==> src/rtl/arbiter_merge2.sv <==
// rtl/arbiter_merge2.sv - two-input packet merge with 2-entry output buffer; optional ARB_ROUND_ROBIN_EN selects round-robin tie-break
module arbiter_merge2 #(
  parameter int W     = 9,
  parameter int DEPTH = 2
) (
  input  logic         CLK,
  input  logic         _RESET,
  input  logic [W-1:0] in0_data,
  input  logic         in0_valid,
  output logic         in0_ready,
  input  logic [W-1:0] in1_data,
  input  logic         in1_valid,
  output logic         in1_ready,
  output logic [W-1:0] out_data,
  output logic         out_valid,
  input  logic         out_ready,
  output logic         out_sel
);

  // Buffer capacity as a count value; pointers are one bit and wrap modulo 2 on their own.
  localparam logic [1:0] FULL = 2'(DEPTH);

  logic [1:0]   count;
  logic [1:0]   count_next;
  logic         rd_ptr;
  logic         rd_ptr_next;
  logic         wr_ptr;
  logic         wr_ptr_next;
  logic [W-1:0] mem_data [DEPTH];
  logic         mem_sel  [DEPTH];

  logic         space;
  logic         grant0;
  logic         grant1;
  logic         push;
  logic         pop;
  logic [W-1:0] push_data;
  logic         push_sel;
  logic [W-1:0] head_data_next;
  logic         head_sel_next;

`ifdef ARB_ROUND_ROBIN_EN
  // High when in1 won the most recent transfer, so in0 gets the next tie.
  logic         last_grant;
`endif

  // Space depends on the registered count only, never on out_ready.
  assign space = (count < FULL);

  // Pick at most one input: the sole valid one, or the tie-break winner when both are valid.
  always_comb begin
    grant0 = 1'b0;
    grant1 = 1'b0;
    if (in0_valid && in1_valid) begin
`ifdef ARB_ROUND_ROBIN_EN
      if (last_grant) begin
        grant0 = 1'b1;
      end else begin
        grant1 = 1'b1;
      end
`else
      grant0 = 1'b1;
`endif
    end else if (in0_valid) begin
      grant0 = 1'b1;
    end else if (in1_valid) begin
      grant1 = 1'b1;
    end
  end

  // Handshake signals; reset forces every ready/valid low regardless of stored state.
  assign in0_ready = _RESET && space && grant0;
  assign in1_ready = _RESET && space && grant1;
  assign out_valid = _RESET && (count != 2'd0);

  assign push      = in0_ready || in1_ready;
  assign pop       = out_valid && out_ready;
  assign push_data = grant1 ? in1_data : in0_data;
  assign push_sel  = grant1;

  // Next count and pointers; a simultaneous push and pop leaves count alone and moves both pointers.
  always_comb begin
    count_next  = count;
    rd_ptr_next = rd_ptr;
    wr_ptr_next = wr_ptr;
    if (push) begin
      wr_ptr_next = ~wr_ptr;
    end
    if (pop) begin
      rd_ptr_next = ~rd_ptr;
    end
    case ({push, pop})
      2'b10:   count_next = count + 2'd1;
      2'b01:   count_next = count - 2'd1;
      default: count_next = count;
    endcase
  end

  // Head of the buffer after this edge: the entry being written if it lands at the new read slot, else the stored entry.
  always_comb begin
    head_data_next = mem_data[rd_ptr_next];
    head_sel_next  = mem_sel[rd_ptr_next];
    if (push && (wr_ptr == rd_ptr_next)) begin
      head_data_next = push_data;
      head_sel_next  = push_sel;
    end
  end

  // Buffer storage, occupancy, pointers and registered head outputs.
  always_ff @(posedge CLK) begin
    if (!_RESET) begin
      count    <= 2'd0;
      rd_ptr   <= 1'b0;
      wr_ptr   <= 1'b0;
      out_data <= '0;
      out_sel  <= 1'b0;
      for (int i = 0; i < DEPTH; i++) begin
        mem_data[i] <= '0;
        mem_sel[i]  <= 1'b0;
      end
    end else begin
      if (push) begin
        mem_data[wr_ptr] <= push_data;
        mem_sel[wr_ptr]  <= push_sel;
      end
      count    <= count_next;
      rd_ptr   <= rd_ptr_next;
      wr_ptr   <= wr_ptr_next;
      out_data <= head_data_next;
      out_sel  <= head_sel_next;
    end
  end

`ifdef ARB_ROUND_ROBIN_EN
  // Remember the winner, but only in cycles where a packet was actually taken.
  always_ff @(posedge CLK) begin
    if (!_RESET) begin
      last_grant <= 1'b1;
    end else if (push) begin
      last_grant <= grant1;
    end
  end
`endif

endmodule

==> config.mk <==
export PLATFORM = sky130hd
export DESIGN_NAME = arbiter_merge2
export DESIGN_NICKNAME = d
export VERILOG_FILES = /design/src/rtl/arbiter_merge2.sv
export SDC_FILE = /design/constraint.sdc
export NUM_CORES = 1
export LEC_CHECK = 0
export ABC_AREA = 0
export CORE_MARGIN = 1.5
export CORE_UTILIZATION = 45
export CTS_CLUSTER_DIAMETER = 40
export DETAILED_ROUTE_END_ITERATION = 8
export PLACE_DENSITY_LB_ADDON = 0.3
export SYNTH_ARGS = -nofsm -noshare
export SYNTH_HDL_FRONTEND = slang
export SYNTH_SLANG_ARGS = --single-unit
==> constraint.sdc <==
create_clock -name CLK -period 1.8 [get_ports CLK]
set_input_delay 0.36 -clock CLK [delete_from_list [all_inputs] [get_ports CLK]]
set_output_delay 0.36 -clock CLK [all_outputs]
set_load 0.02 [all_outputs]
-- Word level (Yosys, flattened, before mapping)
Memories as Yosys holds them, arrays and structs flattened. A register that Yosys moved wholly into a read port is not among the register bits.
Index checks and enable logic that the tools add are counted.
- mux-type cells: 18
- add/sub/neg operators: 2
- eq/ne operators: 2
- bitwise gates (word level): 2
- $lt $le $gt $ge: 1
- reductions and logical operators: 13
- operator list (kind ; number):
    9-bit 2-to-1 mux ; 2
    1-bit 2-to-1 mux ; 15
    9-bit OR reduction ; 1
    1-bit logical AND ; 6
    2-bit case mux with 2 select lines ; 1
    2-bit nonzero test ; 2
    2-bit by 1-bit adder with 2-bit output (second input constant) ; 1
    2-bit by 1-bit equality test with 1-bit output (second input constant) ; 1
    2-bit equality test (second input constant) ; 1
    1-bit zero test ; 2
    2-bit less-than comparator (second input constant) ; 1
    1-bit inverter ; 2
    2-bit by 1-bit subtractor with 2-bit output (second input constant) ; 1
    1-bit logical OR ; 1
    1-bit OR reduction ; 1
- output and inout port bits: 13
- register bits: 4
- word-level logic and storage cells: 43
- memory bits (writable): 20
- bits of input ports: 23
- memories kept: 2
- memories (name ; words ; bits a word ; read ports ; clocked after Yosys merged registers in ; wr ports ; line ; text):
    mem_data ; 2 ; 9 ; 1 ; 1 ; 2 ; 29 ; logic [W-1:0] mem_data [DEPTH];
    mem_sel ; 2 ; 1 ; 1 ; 1 ; 2 ; 30 ; logic mem_sel [DEPTH];

-- Depth between registers and ports, before layout
- depth in word-level cells: 10
- depth in mapped cells: 7
- gate-level depth less buffers: 7

-- Least setup slack after synthesis
OpenSTA, ideal clock, no wires.
- kind: input -> register
- start: in _RESET
- end: reg count[1]
- library setup time: 0.070 ns
- setup slack: 0.123 ns
- path buffers: 0
- cell stages on the path: 6
- arrival time: 1.607 ns
- required time: 1.730 ns
- cell sequence: nor2b_1 o21a_1 inv_2 ha_1 or3_1 a21boi_1
- word-level cells in the longest chain between the ends: 5
- elaborated cells on any way between the ends: 10
- those cells by class: eq/ne: 2; mux: 1; reduce/logical: 7
- RTL lines (element ; line ; text):
    start: declaration ; 7 ; input logic _RESET,
    1-bit logical AND ; 72, 73 ;
    1-bit logical AND (on tied branches) ; 72, 73 ;
    1-bit logical OR ; 76 ; assign push = in0_ready || in1_ready;
    2-bit by 1-bit equality test with 1-bit output / 2-bit equality test (equally long branches) ; 92 ; case ({push, pop})
    2-bit case mux with 2 select lines / 2-bit nonzero test (equally long branches) ; -- ;
    end signal: assignment ; 126 ; count <= count_next;
    end: declaration ; 23 ; logic [1:0] count;
Several ways; a longest one is shown, not always the timed one.
A chain may end at the register's enable or synchronous reset.

-- Worst setup path in the final report
- start: reg count[0]
- end: reg count[1]
- word-level cells in the longest chain between the ends: 6
- elaborated cells on any way between the ends: 14
- those cells by class: add/sub: 2; order compare: 1; eq/ne: 2; mux: 1; reduce/logical: 8
- RTL lines (element ; line ; text):
    2-bit less-than comparator ; 48 ; assign space = (count < FULL);
    1-bit logical AND ; 72, 73 ;
    1-bit logical AND (on tied branches) ; 72, 73 ;
    1-bit logical OR ; 76 ;
    2-bit by 1-bit equality test with 1-bit output / 2-bit equality test (equally long branches) ; 92 ;
    2-bit case mux with 2 select lines / 2-bit nonzero test (equally long branches) ; -- ;
Several ways; a longest one is shown, not always the timed one.

==> results_dict.tcl <==
set metrics [dict create \
    status "complete, no violations" \
    worstPathCellList "o211a_4 > buf_4 > ha_1 > xnor2_1 > or3_1 > a21boi_1" \
    power_mw 2.31 \
    synthFlopType "edfxtp_1" \
    synth.distinct_cells 31 \
    slew_viol_final 0 \
    cp-start-kind "flop" \
    critPathKind "reg -> reg" \
    routed_wl_um 3270 \
    place_congestion 0.718 \
    crit_required_ns 2.07 \
    htreeDepth 2 \
    crit_fanout 4 \
    viasPerCell 4.93 \
    drc 0 \
    synthArstFlopShare_pct 0 \
    ant_nets 0 \
    finalSetupViolCount 0 \
    final_nets 221 \
    grt_usage_pct 17.6 \
    drt_iter0_markers 61 \
    multi_input_area_um2 717 \
    yosysWarnings 0 \
    drtPass1Iterations 4 \
    ys_seq_area_share_pct 53.1 \
    leakagePower_nw 0.952 \
    die_h_um 63.0 \
    cts_hold_buffers 0 \
    grt_pass1_wl_um 5390 \
    final_cells 244 \
    hold_class "reg -> reg" \
    rr_startpoint "count[0]$_SDFFE_PN0P_" \
    grt_max_degree 13 \
    synth-edff-count 18 \
    gr-total-overflow 0 \
    syn_inst 132 \
    port_buffers 35 \
    cp-end-kind "flop" \
    fill_cells 272 \
    synth_seq_cells 34 \
    final_common_cell "clkdlybuf4s50_1" \
    clockBufferDepth 2 \
    ios 36 \
    dieArea_mm2 0.00397 \
    rsz0062_at_grt "no" \
    most-common-layout-cells "31 x clkdlybuf4s50_1, 28 x buf_4, 18 x nor2_1, 18 x edfxtp_1, 16 x dfxtp_1" \
    clkTransAtPathRegs_ns 0.10 \
    rows 21 \
    clock-sinks 34 \
    crit_arrival_ns 1.99 \
    pwr-share-comb_pct 33.6 \
    hold_viol 0 \
    wire_per_inst_um 13.4 \
    syn_area_mm2 0.00162 \
    seqPwrFrac_pct 42.8 \
    clock_latency_ns 0.34 \
    antenna_found_initial 0 \
    synth_nets 156 \
    slowest_stage "dfxtp_1" \
    worst_ir_drop_vdd_mv 0.612 \
    powerDensity_mw_per_mm2 996 \
    p_int_mw 1.66 \
    crit_start "count[0]$_SDFFE_PN0P_" \
    die_x_um 63.0 \
    layout-drive-gt1-share_pct 33.8 \
    cts_tree "built" \
    clock_power_share_pct 23.6 \
    fin_worst_skew_ns 0.00611 \
    initial_core_util_pct 47.8 \
    vias 1203 \
    root_buffer "clkbuf_4" \
    fin_area_mm2 0.00232 \
    grt_pass1_vias 1193 \
    swShare_pct 28.0 \
    place_hpwl_um 2330 \
    layout_min_cycle_time_ns 1.72 \
    register_area_um2 861 \
    max-slew-margin-rel_pct 81.1 \
    max_cap_viol_count 0 \
    worst_slew_pin_slew_ns 0.276 \
    coreArea_mm2 0.00339 \
    min_period_over_period_pct 95.6 \
    fmax_ghz 0.581 \
    antennaDiodeCount 0 \
    tns_ns 0 \
    cts_buffers 5 \
    avgSynthCellArea_um2 12.3 \
    dp_cells 233 \
    hold_path.startpoint "mem_sel[0]$_DFF_P_" \
    critical_path.max_stage_delay_ns 0.38 \
    switching_power_mw 0.647 \
    place_area_mm2 0.00220 \
    areaGrowthSynthToFinish_pct 42.8 \
]
==> area by class of cell <==
cell class	instances	area share [%]
Multi-Input combinational cell	89	31.0
Sequential cell	34	37.2
Timing Repair Buffer	65	25.8
Clock inverter	1	1.30
Inverter	2	0.324
Clock buffer	7	1.94
Tap cell	46	2.49
==> registers in the layout, summed over array words and instances (netlist names) <==
register / count
mem_data: 18
mem_sel: 2
out_data: 9
wr_ptr: 1
rd_ptr: 1
count: 2
out_sel: 1
==> cell families (layout without fill, tap and decap cells) <==
logic type               after synthesis  count (layout)  share of synthesized area, %
adder cells (fa/ha/maj)                1               1                         0.771
flip-flops                            34              34                          53.1
XOR/XNOR                               4               4                          4.17
AO/OA/AOI/OAI                         21              21                          10.2
buffers and inverters                  9              75                          3.16
AND/OR/NAND/NOR                       45              45                          15.2
multiplexers                          18              18                          13.4
==> stage by stage <==
step | utilization, % | hold slack, ns | setup slack, ns
2_1_floorplan | - | 0.453 | 0.123
3_3_place_gp | 64.9 | 0.470 | -0.367
3_5_place_dp | 64.9 | 0.497 | -0.475
4_1_cts | 68.3 | 0.513 | 0.0207
5_1_grt | 68.3 | 0.542 | 0.00405
6_report | 68.3 | 0.508 | 0.0789
==> power groups by stage <==
stage | clock network (mW) | registers, mW | logic, mW
6_report | 0.545 | 0.988 | 0.775
5_1_grt | 0.590 | 0.999 | 0.828
4_1_cts | 0.553 | 0.986 | 0.779
3_5_place_dp | 0 | 1.00 | 0.740
3_3_place_gp | 0 | 0.997 | 0.721
2_1_floorplan | 0 | 1.05 | 0.385
==> metal layers <==
metal | vias up | routed length (um) | global-route usage [%]
li1 | 598 | - | -
met1 | 567 | 1360 | 19.8
met2 | 34 | 1710 | 31.1
met3 | 4 | 172 | 5.95
met4 | 0 | 27 | 5.56
met5 | - | 0 | 0
==> worst max-delay path: cells and delay by family, from the launching register on <==
kind / cells / cell delay [ns]
DFF: 1 / 0.38
buffers and inverters: 1 / 0.14
and+or+nand+nor: 1 / 0.38
adders and majority gates: 1 / 0.20
xor gates and xnor gates: 1 / 0.14
AOI/OAI and AO/OA: 2 / 0.42
==> path summary, 6_finish.rpt <==
path                           end  slack [ns]  depth (start not counted)
min reg2reg     mem_sel[0]$_DFF_P_        0.51                          2
min             mem_sel[0]$_DFF_P_        0.51                          2
max reg2reg  count[1]$_SDFFE_PN0P_        0.08                          6
max          count[1]$_SDFFE_PN0P_        0.08                          6
==> cells in the mapped netlist, types with 2 or more instances <==
master / n / share of area, %
mux2_4: 7 / 6.5
nand2_1: 7 / 1.6
buf_6: 2 / 1.4
a21oi_1: 2 / 0.62
edfxtp_1: 18 / 33
clkbuf_1: 3 / 0.69
dfxtp_1: 16 / 20
nand2b_1: 3 / 1.2
o21ai_2: 7 / 3.8
o21ai_0: 2 / 0.62
and2_1: 2 / 0.77
o21a_1: 2 / 0.93
nor2_1: 18 / 4.2
mux2_2: 2 / 1.4
buf_2: 2 / 0.62
nand3_1: 3 / 0.93
mux2i_1: 9 / 5.6
o21ai_1: 2 / 0.62
nand3_2: 7 / 4.3
inv_2: 2 / 0.46
nor2b_1: 3 / 1.2
a21boi_1: 3 / 1.4
xnor2_1: 2 / 1.1
==> timing repair <==
item                       4_1_cts  5_1_grt
setup buffers                    3        0
setup endpoints to repair       10        4
pin swaps                        1        2
resized for setup                8        3
No activity file was read; power rests on OpenSTA's default activity.
